## config.mk

```make
export PLATFORM = sky130hd
export DESIGN_NAME = draw_priority_arbiter
export DESIGN_NICKNAME = d
export VERILOG_FILES = /design/src/rtl/draw_pkg.sv /design/src/rtl/frame_tracker.sv /design/src/rtl/draw_priority_arbiter.sv
export SDC_FILE = /design/constraint.sdc
export NUM_CORES = 1
export LEC_CHECK = 0
export BUFFER_PORTS_ARGS = -buffer_cell sky130_fd_sc_hd__buf_2
export CAP_MARGIN = 20
export CORE_ASPECT_RATIO = 1.2
export CORE_MARGIN = 1.5
export CORE_UTILIZATION = 48
export CTS_BUF_LIST = sky130_fd_sc_hd__clkbuf_2 sky130_fd_sc_hd__clkbuf_4 sky130_fd_sc_hd__clkbuf_8
export DETAILED_ROUTE_END_ITERATION = 10
export MAX_ROUTING_LAYER = met4
export PLACE_DENSITY = 0.82
export SYNTH_ARGS = -nofsm -noshare
export SYNTH_HDL_FRONTEND = slang
export SYNTH_SLANG_ARGS = --single-unit
```

## constraint.sdc

```tcl
create_clock -name clk -period 2.83 [get_ports clk]
set_clock_uncertainty 0.15 [all_clocks]
set_input_delay 0.1415 -clock clk [delete_from_list [all_inputs] [get_ports clk]]
set_output_delay 0.1415 -clock clk [all_outputs]
set_load 0.03 [all_outputs]
```

## src/rtl/draw_pkg.sv

```systemverilog
// Shared types and screen constants for the pixel draw path.
package draw_pkg;

  typedef logic [7:0]         rgb_t;
  typedef logic signed [10:0] coord_t;

  localparam rgb_t TRANSPARENT_COLOR = 8'hFF;
  localparam int   SCREEN_W          = 640;
  localparam int   SCREEN_H          = 480;

  typedef enum logic [1:0] {
    IDLE,
    ACTIVE,
    REPORT,
    WAIT
  } frame_state_t;

endpackage

```

## src/rtl/frame_tracker.sv

```systemverilog
// Delays pixel coordinates to line up with source-registered draw requests,
// detects frame start/end edges and sequences the per-frame collision report.
module frame_tracker
  import draw_pkg::*;
#(
  parameter int ACTIVE_W = SCREEN_W,
  parameter int ACTIVE_H = SCREEN_H
) (
  input  logic         clk,
  input  logic         resetN,
  input  coord_t       pixelX,
  input  coord_t       pixelY,
  output coord_t       pxD,
  output coord_t       pyD,
  output logic         startOfFrame,
  output logic         frameStart,
  output logic         inActive,
  output logic         report,
  output frame_state_t state
);

  localparam coord_t LAST_H = coord_t'(ACTIVE_H);

  frame_state_t next_state;
  logic         was_origin;
  logic         was_below;
  logic         at_origin;
  logic         frame_end;

  // Edges only: a held (0,0) or a held last row fires once.
  assign at_origin  = (pxD == '0) && (pyD == '0);
  assign frameStart = at_origin && !was_origin;
  assign frame_end  = (pyD == LAST_H) && was_below;
  assign inActive   = (state == ACTIVE);
  assign report     = (state == ACTIVE) && frame_end;

  always_ff @(posedge clk) begin
    if (!resetN) begin
      pxD          <= '1;
      pyD          <= '1;
      was_origin   <= 1'b0;
      was_below    <= 1'b1;
      startOfFrame <= 1'b0;
      state        <= IDLE;
    end else begin
      pxD          <= pixelX;
      pyD          <= pixelY;
      was_origin   <= at_origin;
      was_below    <= (pyD < LAST_H);
      startOfFrame <= frameStart;
      state        <= next_state;
    end
  end

  always_comb begin
    next_state = state;
    case (state)
      IDLE:    if (frameStart) next_state = ACTIVE;
      ACTIVE:  if (frame_end) next_state = REPORT;
      REPORT:  next_state = WAIT;
      WAIT:    if (frameStart) next_state = ACTIVE;
      default: next_state = IDLE;
    endcase
  end

endmodule

```

## src/rtl/draw_priority_arbiter.sv

```systemverilog
// Fixed-priority colour mux over foreground objects and the board, plus a
// per-frame accumulator of which objects overlapped on the visible screen.
module draw_priority_arbiter
  import draw_pkg::*;
#(
  parameter int   NUM_OBJ     = 4,
  parameter rgb_t BG_COLOR    = 8'h00,
  parameter rgb_t TRANSPARENT = TRANSPARENT_COLOR,
  parameter int   ACTIVE_W    = SCREEN_W,
  parameter int   ACTIVE_H    = SCREEN_H
) (
  input  logic                     clk,
  input  logic                     resetN,
  input  logic signed [10:0]       pixelX,
  input  logic signed [10:0]       pixelY,
  input  logic [NUM_OBJ-1:0]       drawingRequest,
  input  logic [NUM_OBJ-1:0][7:0]  RGBin,
  input  logic                     drawingRequestBoard,
  input  logic [7:0]               RGBoutBoard,
  output logic [7:0]               RGBout,
  output logic                     startOfFrame,
  output logic                     collisionValid,
  output logic [NUM_OBJ-1:0]       collisionMask,
  output frame_state_t             frameState
);

  localparam coord_t             LAST_W = coord_t'(ACTIVE_W);
  localparam coord_t             LAST_H = coord_t'(ACTIVE_H);
  localparam logic [NUM_OBJ-1:0] ONE    = NUM_OBJ'(1);

  coord_t             pxD;
  coord_t             pyD;
  logic               frame_start;
  logic               in_active;
  logic               report;
  logic [NUM_OBJ-1:0] obj_valid;
  logic [NUM_OBJ-1:0] acc;
  logic [NUM_OBJ-1:0] acc_base;
  logic [NUM_OBJ-1:0] overlap_bits;
  logic               on_screen;
  logic               multi;
  rgb_t               sel_color;

  frame_tracker #(
    .ACTIVE_W(ACTIVE_W),
    .ACTIVE_H(ACTIVE_H)
  ) u_frame_tracker (
    .clk         (clk),
    .resetN      (resetN),
    .pixelX      (pixelX),
    .pixelY      (pixelY),
    .pxD         (pxD),
    .pyD         (pyD),
    .startOfFrame(startOfFrame),
    .frameStart  (frame_start),
    .inActive    (in_active),
    .report      (report),
    .state       (frameState)
  );

  always_comb begin
    obj_valid = '0;
    for (int i = 0; i < NUM_OBJ; i++) begin
      obj_valid[i] = drawingRequest[i] && (RGBin[i] != TRANSPARENT);
    end
  end

  // Walk from lowest priority upward so the lowest valid index wins.
  always_comb begin
    sel_color = drawingRequestBoard ? RGBoutBoard : BG_COLOR;
    for (int i = NUM_OBJ - 1; i >= 0; i--) begin
      if (obj_valid[i]) sel_color = RGBin[i];
    end
  end

  assign on_screen = !pxD[10] && (pxD < LAST_W) && !pyD[10] && (pyD < LAST_H);
  // Two or more set bits: clearing the lowest set bit leaves something.
  assign multi     = |(obj_valid & (obj_valid - ONE));

  // The frame-start cycle itself belongs to the new frame, so it may count.
  assign overlap_bits = (on_screen && multi && (in_active || frame_start)) ? obj_valid : '0;
  assign acc_base     = (frame_start || report) ? '0 : acc;

  always_ff @(posedge clk) begin
    if (!resetN) begin
      RGBout         <= BG_COLOR;
      acc            <= '0;
      collisionValid <= 1'b0;
      collisionMask  <= '0;
    end else begin
      RGBout         <= sel_color;
      acc            <= acc_base | overlap_bits;
      collisionValid <= report;
      if (report) collisionMask <= acc | overlap_bits;
    end
  end

endmodule

```

==> results.md <==
Status:
- The run finished with clean final reports.

Routing:
- The pre-antenna-repair detailed-routing pass consisted of 4 iterations.
- The overall via count from detail_route is 1,921.
- The number of DRC violations after detailed-routing iteration 0 is 94.
- For this run, design rule violations remaining after detail routing come to 0.
- Summed over all layers, the routed wires come to 5.40 mm.
- Once detail routing completed, the nets flagged for antenna violations numbered 0.
- The average via count per standard cell is 5.31.
- In the final routed layout, each cell accounts on average for 14.9 um.

Global route:
- Global routing used 27.9% of the available met1 tracks.
- The initial antenna violation count came to 1.
- The aggregate global routing overflow is 0.
- The all-layer global routing usage is 27.6%.
- The met3 track demand over resource is 7.13%.
- The layer flagged by global routing as most heavily used is met2.
- The first global-routing pass estimated 8.45 mm of wire.
- Global routing consumed, on the met2 layer, 48.1% of the routing resources.
- Entering global routing, the biggest net connects 34 pins.
- The via count of the first global-routing pass is 1,964.

Place:
- The count of buffers added on input and output ports is 84.
- Once detailed placement completed, the half-perimeter wirelength came to 3.59 mm.
- The setup slack at placement is 0.751 ns.
- The placed instances occupy a cell area of 2320 um^2.
- The cell count after placement is 322.
- The last weighted congestion value of the routability-driven placer is 0.846.

Layout:
- The library cells used most frequently in the layout, excluding fill and tap cells, are sky130_fd_sc_hd__buf_2, sky130_fd_sc_hd__dfxtp_1, sky130_fd_sc_hd__dlygate4sd3_1.
- Relative to the synthesized area, the layout overhead comes to 49.1%.
- The count of nets after finishing is 378.
- The share of final-layout standard cells stronger than drive strength 1 is 36.6%.
- The final core area utilization is 75.3%.
- The post-layout instance count excluding filler cells is 362.
- The cell area after layout is 2760 um^2.
- The most common cell after layout, fill and taps aside is sky130_fd_sc_hd__buf_2.
- The number of inserted filler cells in the final layout is 279.

Logic synthesis:
- The sequential cell area fraction in the yosys report is 47.6%.
- The count of unique library cells instantiated by Yosys is 33.
- The number of warnings reported in the yosys synthesis log is 0.
- Counting flops with a built-in enable in the synthesized netlist gives 0.
- After synthesis, the cell types taking the most area are sky130_fd_sc_hd__dfxtp_1, sky130_fd_sc_hd__nand2b_1, sky130_fd_sc_hd__mux2_2.
- The post-synthesis cell type with the largest combined area is sky130_fd_sc_hd__dfxtp_1.
- The cell area after synthesis is 1850 um^2.
- The number of nets in the synthesized netlist is 262.
- In this run the mean area of a mapped cell was 9.63 um^2.
- The synthesized netlist cell count is 192.
- The predominant post-synthesis flop cell is sky130_fd_sc_hd__dfxtp_1.
- The area share of the largest cell type after synthesis is 47.6%.
- The proportion of synthesized flip-flops having asynchronous set or reset is 0%.
- The synthesized design contains 44 register bits.

Worst setup path:
- The source of the critical timing path is u_frame_tracker.pyD[3]$_SDFF_PN1_.
- The worst setup path is captured at a flop.
- Data on the critical path is required at its endpoint by 2.87 ns.
- The maximum fanout count along the critical path is 5.
- The worst reg2reg path startpoint is u_frame_tracker.pyD[3]$_SDFF_PN1_.
- The worst setup path is launched from a flop.
- The setup path with the least slack is of type reg2reg.
- The endpoint arrival time on the critical path is 2.12 ns.

STA:
- The worst path setup slack after routing is 0.757 ns.
- Headroom to the max-slew limit came out at 62.4%.
- The clock period minus worst slack is 2.07 ns.
- After routing, the total negative slack on setup checks comes to 0 ns.
- The total setup violations reported at the end of the flow is 0.
- The upper clock frequency limit is 482 MHz.
- The max-slew violation count is 0.
- The share of the cycle needed by the critical path after routing is 73.3%.
- The final-report hold violation count came to 0.
- The slew at the pin closest to its max-slew limit is 0.559 ns.
- The worst hold slack across all endpoints is 0.0427 ns.
- Setup repair after global routing left no endpoint under its margin.

Floorplan:
- Row generation in the floorplan step produced 24 rows.
- The die is 71.0 um tall.
- The area of the placeable core is 3660 um^2.
- The die outline area is 4240 um^2.
- The starting density of the core is 50.5%.
- The number of top-level design ports is 85.
- Measured along the x axis, the die boundary spans 59.7 um.

Power and ir drop:
- The leakage dissipation is 1.25 nW.
- The maximum ir drop on the vdd rail is 0.296 mV.
- Overall power consumption after layout is estimated at 1.48 mW.
- Dividing total power by cell area gives a power density of 535 nW/um^2.

Clocking:
- The hold buffer count at cts is 31.
- The number of setup buffers added after CTS is 0.
- The clock-pin transition on the worst setup and hold timing paths is 0.08 ns.
- TritonCTS built the clock tree.
- The H-tree was split into 2 levels.
- The cell chosen for the clock root is sky130_fd_sc_hd__clkbuf_8.
- The clock passes through at most 2 buffers.
- The latest clock arrival within the worst-skew pair is 0.30 ns.
- The number of buffers created by CTS is 5.
- After clock tree synthesis, the repair step resized 0 gates.
- The total number of clock tree sinks is 44.

Worst hold path:
- The startpoint identified for the worst hold timing path is RGBin[6].
- In this run the worst hold path is classified as in2reg.

Flow run:
- The number of violations of the max-capacitance limit is 0.
[synthesized netlist by cell type (2+ instances only)]
library cell,n
sky130_fd_sc_hd__a21oi_1,5
sky130_fd_sc_hd__or4_1,4
sky130_fd_sc_hd__o211ai_1,9
sky130_fd_sc_hd__nand2b_1,22
sky130_fd_sc_hd__mux2i_1,4
sky130_fd_sc_hd__nor2_1,8
sky130_fd_sc_hd__nand3b_1,7
sky130_fd_sc_hd__dfxtp_1,44
sky130_fd_sc_hd__clkbuf_1,8
sky130_fd_sc_hd__nor3_1,3
sky130_fd_sc_hd__mux2_2,7
sky130_fd_sc_hd__or2_2,2
sky130_fd_sc_hd__and2_1,2
sky130_fd_sc_hd__nand2_1,10
sky130_fd_sc_hd__a22o_1,4
sky130_fd_sc_hd__a31oi_1,9
sky130_fd_sc_hd__nand4_1,9
sky130_fd_sc_hd__inv_1,5
sky130_fd_sc_hd__nand3_1,9
sky130_fd_sc_hd__o21ai_0,8
[worst max-delay path, cell delays in order, from the launching register on]
cell	delay [ns]
sky130_fd_sc_hd__dfxtp_1	0.32
sky130_fd_sc_hd__or4_4	0.53
sky130_fd_sc_hd__nor2_1	0.22
sky130_fd_sc_hd__nand4_2	0.25
sky130_fd_sc_hd__and3_4	0.27
sky130_fd_sc_hd__a22o_1	0.22
[worst paths after layout]
check / endpoint / slack, ns / cells after the start
max: acc[3]$_SDFF_PN0_ / 0.76 / 5
min: RGBout[6]$_SDFF_PN0_ / 0.04 / 3
max reg2reg: acc[3]$_SDFF_PN0_ / 0.76 / 5
min reg2reg: u_frame_tracker.startOfFrame$_SDFF_PN0_ / 0.29 / 1
[sequential cells by signal, summed over array words and instances, names as in the netlist]
| signal | cells |
|---|---|
| u_frame_tracker.pxD | 11 |
| u_frame_tracker.pyD | 11 |
| RGBout | 8 |
| acc | 4 |
| collisionMask | 4 |
| u_frame_tracker.state | 2 |
| collisionValid | 1 |
| u_frame_tracker.startOfFrame | 1 |
| u_frame_tracker.was_below | 1 |
| u_frame_tracker.was_origin | 1 |
[where the power goes]
part | internal (mW) | switching (mW) | leakage [nW] | total [mW]
clock network | 0.289 | 0.213 | 0.0614 | 0.502
registers | 0.657 | 0.0193 | 0.364 | 0.677
logic | 0.139 | 0.159 | 0.823 | 0.297
total | 1.08 | 0.392 | 1.25 | 1.48
[logic make-up (layout without fill, tap and decap cells)]
group / count (synthesis) / in the layout / synth area share (%)
buf+inv: 15 / 132 / 3.04
mux: 11 / 11 / 6.43
other cells: 0 / 1 / 0
fa+ha+maj: 1 / 1 / 0.676
compound gates: 39 / 39 / 15.1
flops: 44 / 44 / 47.6
simple gates: 82 / 82 / 27.1
[layer usage]
metal,wire (um),vias to the layer above
li1,-,936
met5,0,-
met3,291,12
met4,129,0
met1,1990,885
met2,2980,88
[cell type report]
cell class                      instances  area, um^2  share of cell area [%]
Antenna cell                            1        2.50                  0.0907
Sequential cell                        44         881                    31.9
Inverter                                6        22.5                   0.817
Multi-Input combinational cell        133         912                    33.1
Tap cell                               52        65.1                    2.36
Clock buffer                            6        82.6                    2.99
Clock inverter                          2        38.8                    1.41
Timing Repair Buffer                  118         753                    27.3
Note: power is estimated with default switching activity, not from simulation.
